File: src/rtl/axi_s5_master.sv
// AXI4 master for the slave 5 window: one burst outstanding, address/range check, response folding.
// Latency: 1 cycle from command accept to awvalid/arvalid; a range reject gives done 1 cycle after accept.
// Backpressure: cmd_ready only in IDLE; the write stream follows wready; read beats have no backpressure. Stats: AXI_S5_MST_STATS_EN.
module axi_s5_master #(
    parameter logic [31:0] BASE_ADDR = 32'h0000_A000
) (
    input  logic        clk,
    input  logic        rst,
    input  logic        cmd_valid,
    output logic        cmd_ready,
    input  logic        cmd_write,
    input  logic [11:0] cmd_offset,
    input  logic [7:0]  cmd_len,
    input  logic [5:0]  cmd_id,
    input  logic        wd_valid,
    output logic        wd_ready,
    input  logic [31:0] wd_data,
    input  logic [3:0]  wd_strb,
    output logic        rd_valid,
    output logic        rd_last,
    output logic [31:0] rd_data,
    output logic        done,
    output logic [1:0]  done_resp,
    output logic        done_rangeerr,
    output logic [15:0] wr_count,
    output logic [15:0] rd_count,
    output logic [15:0] err_count,
    output logic [5:0]  awid,
    output logic [31:0] awaddr,
    output logic [7:0]  awlen,
    output logic [2:0]  awsize,
    output logic [1:0]  awburst,
    output logic        awlock,
    output logic [3:0]  awcache,
    output logic [2:0]  awprot,
    output logic [3:0]  awqos,
    output logic [3:0]  awregion,
    output logic        awvalid,
    input  logic        awready,
    output logic [31:0] wdata,
    output logic [3:0]  wstrb,
    output logic        wlast,
    output logic        wvalid,
    input  logic        wready,
    input  logic [5:0]  bid,
    input  logic [1:0]  bresp,
    input  logic        bvalid,
    output logic        bready,
    output logic [5:0]  arid,
    output logic [31:0] araddr,
    output logic [7:0]  arlen,
    output logic [2:0]  arsize,
    output logic [1:0]  arburst,
    output logic        arlock,
    output logic [3:0]  arcache,
    output logic [2:0]  arprot,
    output logic [3:0]  arqos,
    output logic [3:0]  arregion,
    output logic        arvalid,
    input  logic        arready,
    input  logic [5:0]  rid,
    input  logic [31:0] rdata,
    input  logic [1:0]  rresp,
    input  logic        rlast,
    input  logic        rvalid,
    output logic        rready
);
    typedef enum logic [2:0] {IDLE, AW, W, B, AR, R, DONE} state_t;

    state_t      state, state_nxt;
    logic [11:0] offset_q;
    logic [7:0]  len_q;
    logic [5:0]  id_q;
    logic [7:0]  beat_q;
    logic [1:0]  resp_q;
    logic [1:0]  r_resp_nxt;
    logic        rangeerr_q;
    logic [12:0] cmd_end;
    logic        cmd_bad;
    logic        unused_rid;

    // Read beats are not matched on rid: only one burst is ever outstanding.
    assign unused_rid = ^rid;

    assign cmd_end = {1'b0, cmd_offset} + {3'b000, cmd_len, 2'b00};
    assign cmd_bad = (cmd_offset[1:0] != 2'b00) || (cmd_end > 13'h0FFF);

    assign awid     = id_q;
    assign awaddr   = BASE_ADDR | {20'd0, offset_q};
    assign awlen    = len_q;
    assign awsize   = 3'b010;
    assign awburst  = 2'b01;
    assign awlock   = 1'b0;
    assign awcache  = 4'd0;
    assign awprot   = 3'd0;
    assign awqos    = 4'd0;
    assign awregion = 4'd0;
    assign arid     = id_q;
    assign araddr   = BASE_ADDR | {20'd0, offset_q};
    assign arlen    = len_q;
    assign arsize   = 3'b010;
    assign arburst  = 2'b01;
    assign arlock   = 1'b0;
    assign arcache  = 4'd0;
    assign arprot   = 3'd0;
    assign arqos    = 4'd0;
    assign arregion = 4'd0;

    assign wdata         = wd_data;
    assign wstrb         = wd_strb;
    assign wlast         = (state == W) && (beat_q == len_q);
    assign rd_data       = rdata;
    assign rd_last       = (state == R) && rlast;
    assign done_resp     = done ? resp_q : 2'b00;
    assign done_rangeerr = done && rangeerr_q;

    // Worst-case response so far, with a misplaced or missing rlast forced to SLVERR.
    always_comb begin
        r_resp_nxt = (rresp > resp_q) ? rresp : resp_q;
        if ((rlast != (beat_q == len_q)) && (r_resp_nxt < 2'b10))
            r_resp_nxt = 2'b10;
    end

    always_comb begin
        state_nxt = state;
        cmd_ready = 1'b0;
        awvalid   = 1'b0;
        arvalid   = 1'b0;
        wvalid    = 1'b0;
        wd_ready  = 1'b0;
        bready    = 1'b0;
        rready    = 1'b0;
        rd_valid  = 1'b0;
        done      = 1'b0;
        case (state)
            IDLE: begin
                cmd_ready = !rst;
                if (cmd_valid)
                    state_nxt = cmd_bad ? DONE : (cmd_write ? AW : AR);
            end
            AW: begin
                awvalid = 1'b1;
                if (awready) state_nxt = W;
            end
            W: begin
                wvalid   = wd_valid;
                wd_ready = wready;
                if (wd_valid && wready && wlast) state_nxt = B;
            end
            B: begin
                bready = 1'b1;
                if (bvalid) state_nxt = DONE;
            end
            AR: begin
                arvalid = 1'b1;
                if (arready) state_nxt = R;
            end
            R: begin
                rready   = 1'b1;
                rd_valid = rvalid;
                if (rvalid && rlast) state_nxt = DONE;
            end
            DONE: begin
                done      = 1'b1;
                state_nxt = IDLE;
            end
            default: state_nxt = IDLE;
        endcase
    end

    always_ff @(posedge clk) begin
        if (rst) begin
            state      <= IDLE;
            offset_q   <= 12'd0;
            len_q      <= 8'd0;
            id_q       <= 6'd0;
            beat_q     <= 8'd0;
            resp_q     <= 2'b00;
            rangeerr_q <= 1'b0;
        end else begin
            state <= state_nxt;
            case (state)
                IDLE: if (cmd_valid) begin
                    offset_q   <= cmd_offset;
                    len_q      <= cmd_len;
                    id_q       <= cmd_id;
                    beat_q     <= 8'd0;
                    rangeerr_q <= cmd_bad;
                    resp_q     <= cmd_bad ? 2'b10 : 2'b00;
                end
                W: if (wd_valid && wready) beat_q <= beat_q + 8'd1;
                B: if (bvalid) resp_q <= (bid == id_q) ? bresp : 2'b10;
                R: if (rvalid) begin
                    beat_q <= beat_q + 8'd1;
                    resp_q <= r_resp_nxt;
                end
                default: ;
            endcase
        end
    end

`ifdef AXI_S5_MST_STATS_EN
    logic [15:0] wr_cnt_q, rd_cnt_q, err_cnt_q;

    always_ff @(posedge clk) begin
        if (rst) begin
            wr_cnt_q  <= 16'd0;
            rd_cnt_q  <= 16'd0;
            err_cnt_q <= 16'd0;
        end else begin
            if (state == B && bvalid && wr_cnt_q != 16'hFFFF)
                wr_cnt_q <= wr_cnt_q + 16'd1;
            if (state == R && rvalid && rlast && rd_cnt_q != 16'hFFFF)
                rd_cnt_q <= rd_cnt_q + 16'd1;
            if (done && resp_q != 2'b00 && err_cnt_q != 16'hFFFF)
                err_cnt_q <= err_cnt_q + 16'd1;
        end
    end

    assign wr_count  = wr_cnt_q;
    assign rd_count  = rd_cnt_q;
    assign err_count = err_cnt_q;
`else
    assign wr_count  = 16'd0;
    assign rd_count  = 16'd0;
    assign err_count = 16'd0;
`endif
endmodule

File: config.mk
export PLATFORM = sky130hd
export DESIGN_NAME = axi_s5_master
export DESIGN_NICKNAME = d
export VERILOG_FILES = /design/src/rtl/axi_s5_master.sv
export SDC_FILE = /design/constraint.sdc
export NUM_CORES = 1
export LEC_CHECK = 0
export ABC_AREA = 1
export CAP_MARGIN = 20
export CORE_AREA = 2 2 152 154
export CTS_CLUSTER_DIAMETER = 60
export DETAILED_ROUTE_END_ITERATION = 16
export DIE_AREA = 0 0 154 156
export GPL_TIMING_DRIVEN = 0
export HOLD_SLACK_MARGIN = 0.05
export PLACE_DENSITY = 0.64
export SLEW_MARGIN = 20
export SYNTH_ARGS = -nofsm -noshare
export SYNTH_HDL_FRONTEND = slang
export SYNTH_SLANG_ARGS = --single-unit
File: constraint.sdc
create_clock -name clk -period 1.7 [get_ports clk]
set_clock_uncertainty 0.15 [all_clocks]
set_input_delay 0.255 -clock clk [delete_from_list [all_inputs] [get_ports clk]]
set_output_delay 0.255 -clock clk [all_outputs]
set_load 0.05 [all_outputs]
# ---- Word level (Yosys, flattened, before mapping)
# Cells that the tools add are included.
dict set report word_totals {
  output_inout_bits 264
  in_bits 121
  reg_bits 40
}
dict set report classes {
  muxes 31
  n_eq_ne 17
  add_sub_neg 2
  magnitude_cmp 3
  n_reduce_logical 17
}
# op count
set ops {}
lappend ops {{two-way mux 3 bit} 8}
lappend ops {{two-way mux 8 bit} 3}
lappend ops {{one-hot mux 8 bit (3 select lines)} 1}
lappend ops {{one-hot mux 3 bit (6 select lines)} 1}
lappend ops {{two-way mux 2 bit} 8}
lappend ops {{adder 12 x 10 -> 13 bit} 1}
lappend ops {{greater-than comparator 13 x 12 -> 1 bit (second input constant)} 1}
lappend ops {{!= test 2 bit (second input constant)} 5}
lappend ops {{== test 3 bit (second input constant)} 3}
lappend ops {{two-way mux 1 bit} 9}
lappend ops {{adder 8 x 1 -> 8 bit (second input constant)} 1}
lappend ops {{== test 8 bit} 1}
lappend ops {{AND reduction 4 bit} 2}
lappend ops {{logical AND 1 bit} 7}
lappend ops {{== test 3 x 2 -> 1 bit (second input constant)} 2}
lappend ops {{== test 6 bit} 1}
lappend ops {{!= test 2 x 1 -> 1 bit (second input constant)} 3}
lappend ops {{one-hot mux 2 bit (3 select lines)} 1}
lappend ops {{AND reduction 6 bit} 1}
lappend ops {{nonzero test 3 bit} 2}
lappend ops {{== test 3 x 1 -> 1 bit (second input constant)} 1}
lappend ops {{logical NOT 3 bit} 1}
lappend ops {{greater-than comparator 2 bit} 1}
lappend ops {{less-than comparator 2 bit (second input constant)} 1}
lappend ops {{5 further kinds} 5}

# ---- Longest topological paths before layout
dict set report depth {
  depth_word 7
  mapped_depth 13
  depth_no_buf 13
}

# ---- Worst setup path before layout
# OpenSTA, ideal clock, no wires.
dict set report synth_timing {
  kind {register to output}
  start {reg state[2]}
  end {out done_rangeerr}
  arrival_ps 2493
  n_path_buf 0
  slack_ps -1198
  stages_incl_launch_ff 5
  required_time_ps 1295
  cell_sequence {dfxtp_1 -> inv_2 -> nor3_1 -> inv_1 -> nor2_1}
}
dict set report synth_between {
  elab_chain_cells 3
}
# item line
set synth_rtl {}
lappend synth_rtl {{start: declaration} 70} ;# state_t state, state_nxt;
lappend synth_rtl {{start signal: assignment} 181} ;# state <= state_nxt;
lappend synth_rtl {{== test 3 bit} 135} ;# case (state)
lappend synth_rtl {{two-way mux 1 bit} 135}
lappend synth_rtl {{via done} 22} ;# output logic done,
lappend synth_rtl {{logical AND 1 bit} 115} ;# assign done_rangeerr = done && rangeerr_q;
lappend synth_rtl {{end: declaration} 24} ;# output logic done_rangeerr,
# The timed path passes the listed nets, and every way through them passes these cells.

# ---- Worst setup path after layout
dict set report layout_timing {
  start {reg state[1]}
  end {out rd_valid}
}
dict set report layout_between {
  elab_chain_cells 2
}
# item line
set layout_rtl {}
lappend layout_rtl {{== test 3 bit} 135}
lappend layout_rtl {{two-way mux 1 bit} 135}
lappend layout_rtl {{end: declaration} 19} ;# output logic rd_valid,
# Every way passes these cells.

==> out/metrics.csv <==
stage,metric,value,unit
timing,final max-slew violation count,0,
global_routing,grt ovf,0,
route,DR iter-0 viols,94,
clock_tree,CTS buffer count,5,
yosys,main flop type after synthesis,dfxtp_1,
setup_path,reg2reg start,state[1]$_SDFFE_PP0P_,
clock_tree,worst skew pair latency,0.29,ns
placed_design,Placer Congestion,0.783,
clock_tree,H-tree depth,2,
hold_path,hold depth,3,
floorplan,die width,154,um
cells_and_area,Seq. cell area,845,sq um
timing,worst setup margin,-0.216,ns
yosys,Post-synth ARST share,0,
route,ANT nets after route,0,
setup_path,RR Endpoint,beat_q[0]$_SDFFE_PP0P_,
power,Sw Share,0.519,
power,Comb power frac,0.702,
cells_and_area,number of fillers in the final layout,2345,
cells_and_area,share of layout cells above drive strength 1,0.467,
placed_design,Placement Cell Area,6760,sq um
yosys,Compound-Gate Fraction of Synth Area,0.0851,
yosys,synthesis-stage register bit count,40,
floorplan,die area,24000,sq um
yosys,mux cell area share after synthesis,0,
yosys,simple-gate share of the synthesized area,0.186,
placed_design,placed cell count,1178,
setup_path,Reg2Reg Depth,13,
route,met3 routed wirelength,1220,um
global_routing,first-pass GRT wire length,20700,um
power,Tot Pwr,0.00964,W
placed_design,Port Buf Inserts,178,
global_routing,largest net degree at the start of global routing,14,
run,total of max-cap violations,0,
timing,TNS Setup,-2.67,ns
status,failing checks,negative setup slack,
timing,worst slew pin tran,0.685,ns
hold_path,Hold Crit Class,in2reg,
timing,Hold Slack,0.114,ns
cells_and_area,Finished Layout Cells,1225,
setup_path,"Req. time, crit path",1.29,ns
yosys,cells after synthesis,587,
cells_and_area,Layout area overhead,89.6,%
clock_tree,clock buffer depth,2,
yosys,adder-cell share of the synthesized area,0.0389,
clock_tree,CTS tree,yes,
timing,Worst slew margin,0.543,
setup_path,Worst Path Arrival,1.51,ns
yosys,yosys warns,0,
global_routing,initial antenna violation count,0,
power,Clk pwr share,0.148,
route,WL final,14900,um
floorplan,IO Count,385,
route,wl on met1,5740,um
setup_path,r2r setup slk,-0.17,ns
setup_path,crit path capture type,output port,
power,Peak VDD IR,0.532,mV
floorplan,die outline height,156,um
setup_path,maximum fanout along the worst path,5,
power,LEAKAGE,3.97,nW
placed_design,Detail Placement HPWL,11800,um
route,DRC Markers,0,
setup_path,Worst setup SP type,register,
clock_tree,clk slew on worst S/H paths,0.07,ns
status,status,"finished, violations left",
global_routing,vias in the first global route,3902,
yosys,Mean Syn Cell Area,6.91,sq um
clock_tree,total clock sinks,40,
hold_path,Hold EP,offset_q[2]$_SDFFE_PP0P_,
cells_and_area,area of the multi-input gates,2200,sq um
cells_and_area,Antenna diodes,0,
route,met2 WL,7690,um
power,PwrDens,1250,nW/um^2
route,Via Count,4281,
yosys,largest family of logic cells by synthesized area,buffers and inverters,
timing,fin crit share,1.13,
route,First-pass DRT Iterations,4,
timing,Final Hold Fails,0,
power,Flop pwr share,0.150,
floorplan,Core Area,22400,sq um
hold_path,hold path start,cmd_offset[2],
cells_and_area,nets@finish,1072,
floorplan,initial core utilization,0.181,
timing,fmax,522,MHz
setup_path,Worst Setup SP,state[1]$_SDFFE_PP0P_,
power,internal power,0.00464,W
yosys,Post-Synth XOR/XNOR Area,0.0130,
route,highest routed layer,met4,
yosys,Post-synth EDFFs,0,
global_routing,All-Layer GR Usage,0.112,
timing,RSZ-0062 raised after global routing,yes,
route,vias per cell,3.49,
timing,post-layout min period,1.92,ns
yosys,post-synthesis sequential area ratio,0.197,
cells_and_area,final instance area,7690,sq um
setup_path,crit path kind,reg2out,
route,DR WL/cell,12.1,um
yosys,synth unique cells,30,
floorplan,Site Rows,55,
power,Net Switching,0.00500,W
clock_tree,CTS root buf,clkbuf_16,
timing,endpoints failing setup,23,
yosys,Post-Syn Area,4060,sq um
[flip-flops by register name, summed over array words and instances (netlist names)]
signal	cells
offset_q	12
arlen	8
beat_q	8
arid	6
state	3
resp_q	2
rangeerr_q	1
[power groups by stage]
stage                     logic (W)  registers (W)  clock network (W)
after CTS                   0.00621        0.00145            0.00149
after global placement      0.00556        0.00146                  0
after detailed placement    0.00557        0.00146                  0
final                       0.00676        0.00144            0.00143
after floorplan             0.00364        0.00189                  0
after global routing        0.00715        0.00148            0.00152
[cells by family after synthesis]
logic type	count (synthesis)
buffers and inverters	289
and+or+nand+nor	174
AOI/OAI and AO/OA	64
DFF	40
adders and majority gates	12
xor gates and xnor gates	6
other	2
[cells in the mapped netlist (all sizes together), types with 2 or more instances]
library cell,n,share of area
inv,51,0.047
ha,11,0.034
a211oi,3,0.0093
nand3,29,0.037
a21oi,39,0.048
xor2,3,0.0065
clkbuf,6,0.0056
buf,231,0.42
o21ai,21,0.026
or2,2,0.0031
nor3,6,0.0074
nor3b,2,0.0062
xnor2,3,0.0065
nand4,2,0.0031
nand2,93,0.088
nor2,40,0.041
conb,2,0.0019
dfxtp,40,0.20
[layout make-up]
| class | count | share of cell area |
|---|---|---|
| multi-input cells | 386 | 0.286 |
| repair buffers | 217 | 0.271 |
| plain buffers | 237 | 0.230 |
| flip-flops and latches | 40 | 0.110 |
| well taps | 285 | 0.0464 |
| inverters | 52 | 0.0286 |
| clock buffers | 5 | 0.0163 |
| clock inverters | 3 | 0.0117 |
[per-stage QoR]
| stage | setup slack (ns) | util |
|---|---|---|
| after floorplan | -0.138 | - |
| after global placement | -0.809 | 0.302 |
| after detailed placement | -0.796 | 0.302 |
| after CTS | -0.149 | 0.330 |
| after global routing | -0.276 | 0.344 |
| final | -0.216 | 0.344 |
[layer usage]
metal | GRT usage | up-vias
met1 | 0.124 | 1858
met4 | 0.0312 | 0
met3 | 0.0317 | 15
met5 | 0 | -
met2 | 0.207 | 229
li1 | - | 2179
[critical path, cell delays in order (launching register included)]
cell and delay, ns:
dfxtp_4 0.36, buf_6 0.12, inv_6 0.06, nand2_4 0.05, nor2_4 0.16, inv_4 0.07
buf_4 0.15, nor2_4 0.09, buf_6 0.16
[layout by cell type (no fill, tap or decap), types with 15 or more instances in the layout]
cell             count
a21oi_1             32
inv_1               37
dlygate4sd2_1       33
nor2_4              15
conb_1             130
nor2_1              15
nand2_1             72
buf_4              257
dfxtp_1             21
nand3_1             20
clkdlybuf4s50_1     95
[worst max-delay path by stage]
stage                     slack (ns)                     end
after CTS                      -0.15               cmd_ready
final                          -0.22                rd_valid
after detailed placement       -0.80  resp_q[1]$_SDFFE_PP0P_
after floorplan                -0.14  beat_q[0]$_SDFFE_PP0P_
after global placement         -0.81  resp_q[1]$_SDFFE_PP0P_
after global routing           -0.28  beat_q[0]$_SDFFE_PP0P_
[timing repair]
| action | CTS | global route |
|---|---|---|
| endpoints found under the setup margin | 106 | 62 |
| gates cloned | 1 | 0 |
| resized for setup | 290 | 90 |
| hold buffers | 0 | 0 |
| pin swaps | 26 | 38 |
| buffers inserted | 19 | 20 |
Power figures use the tool's default switching activity.
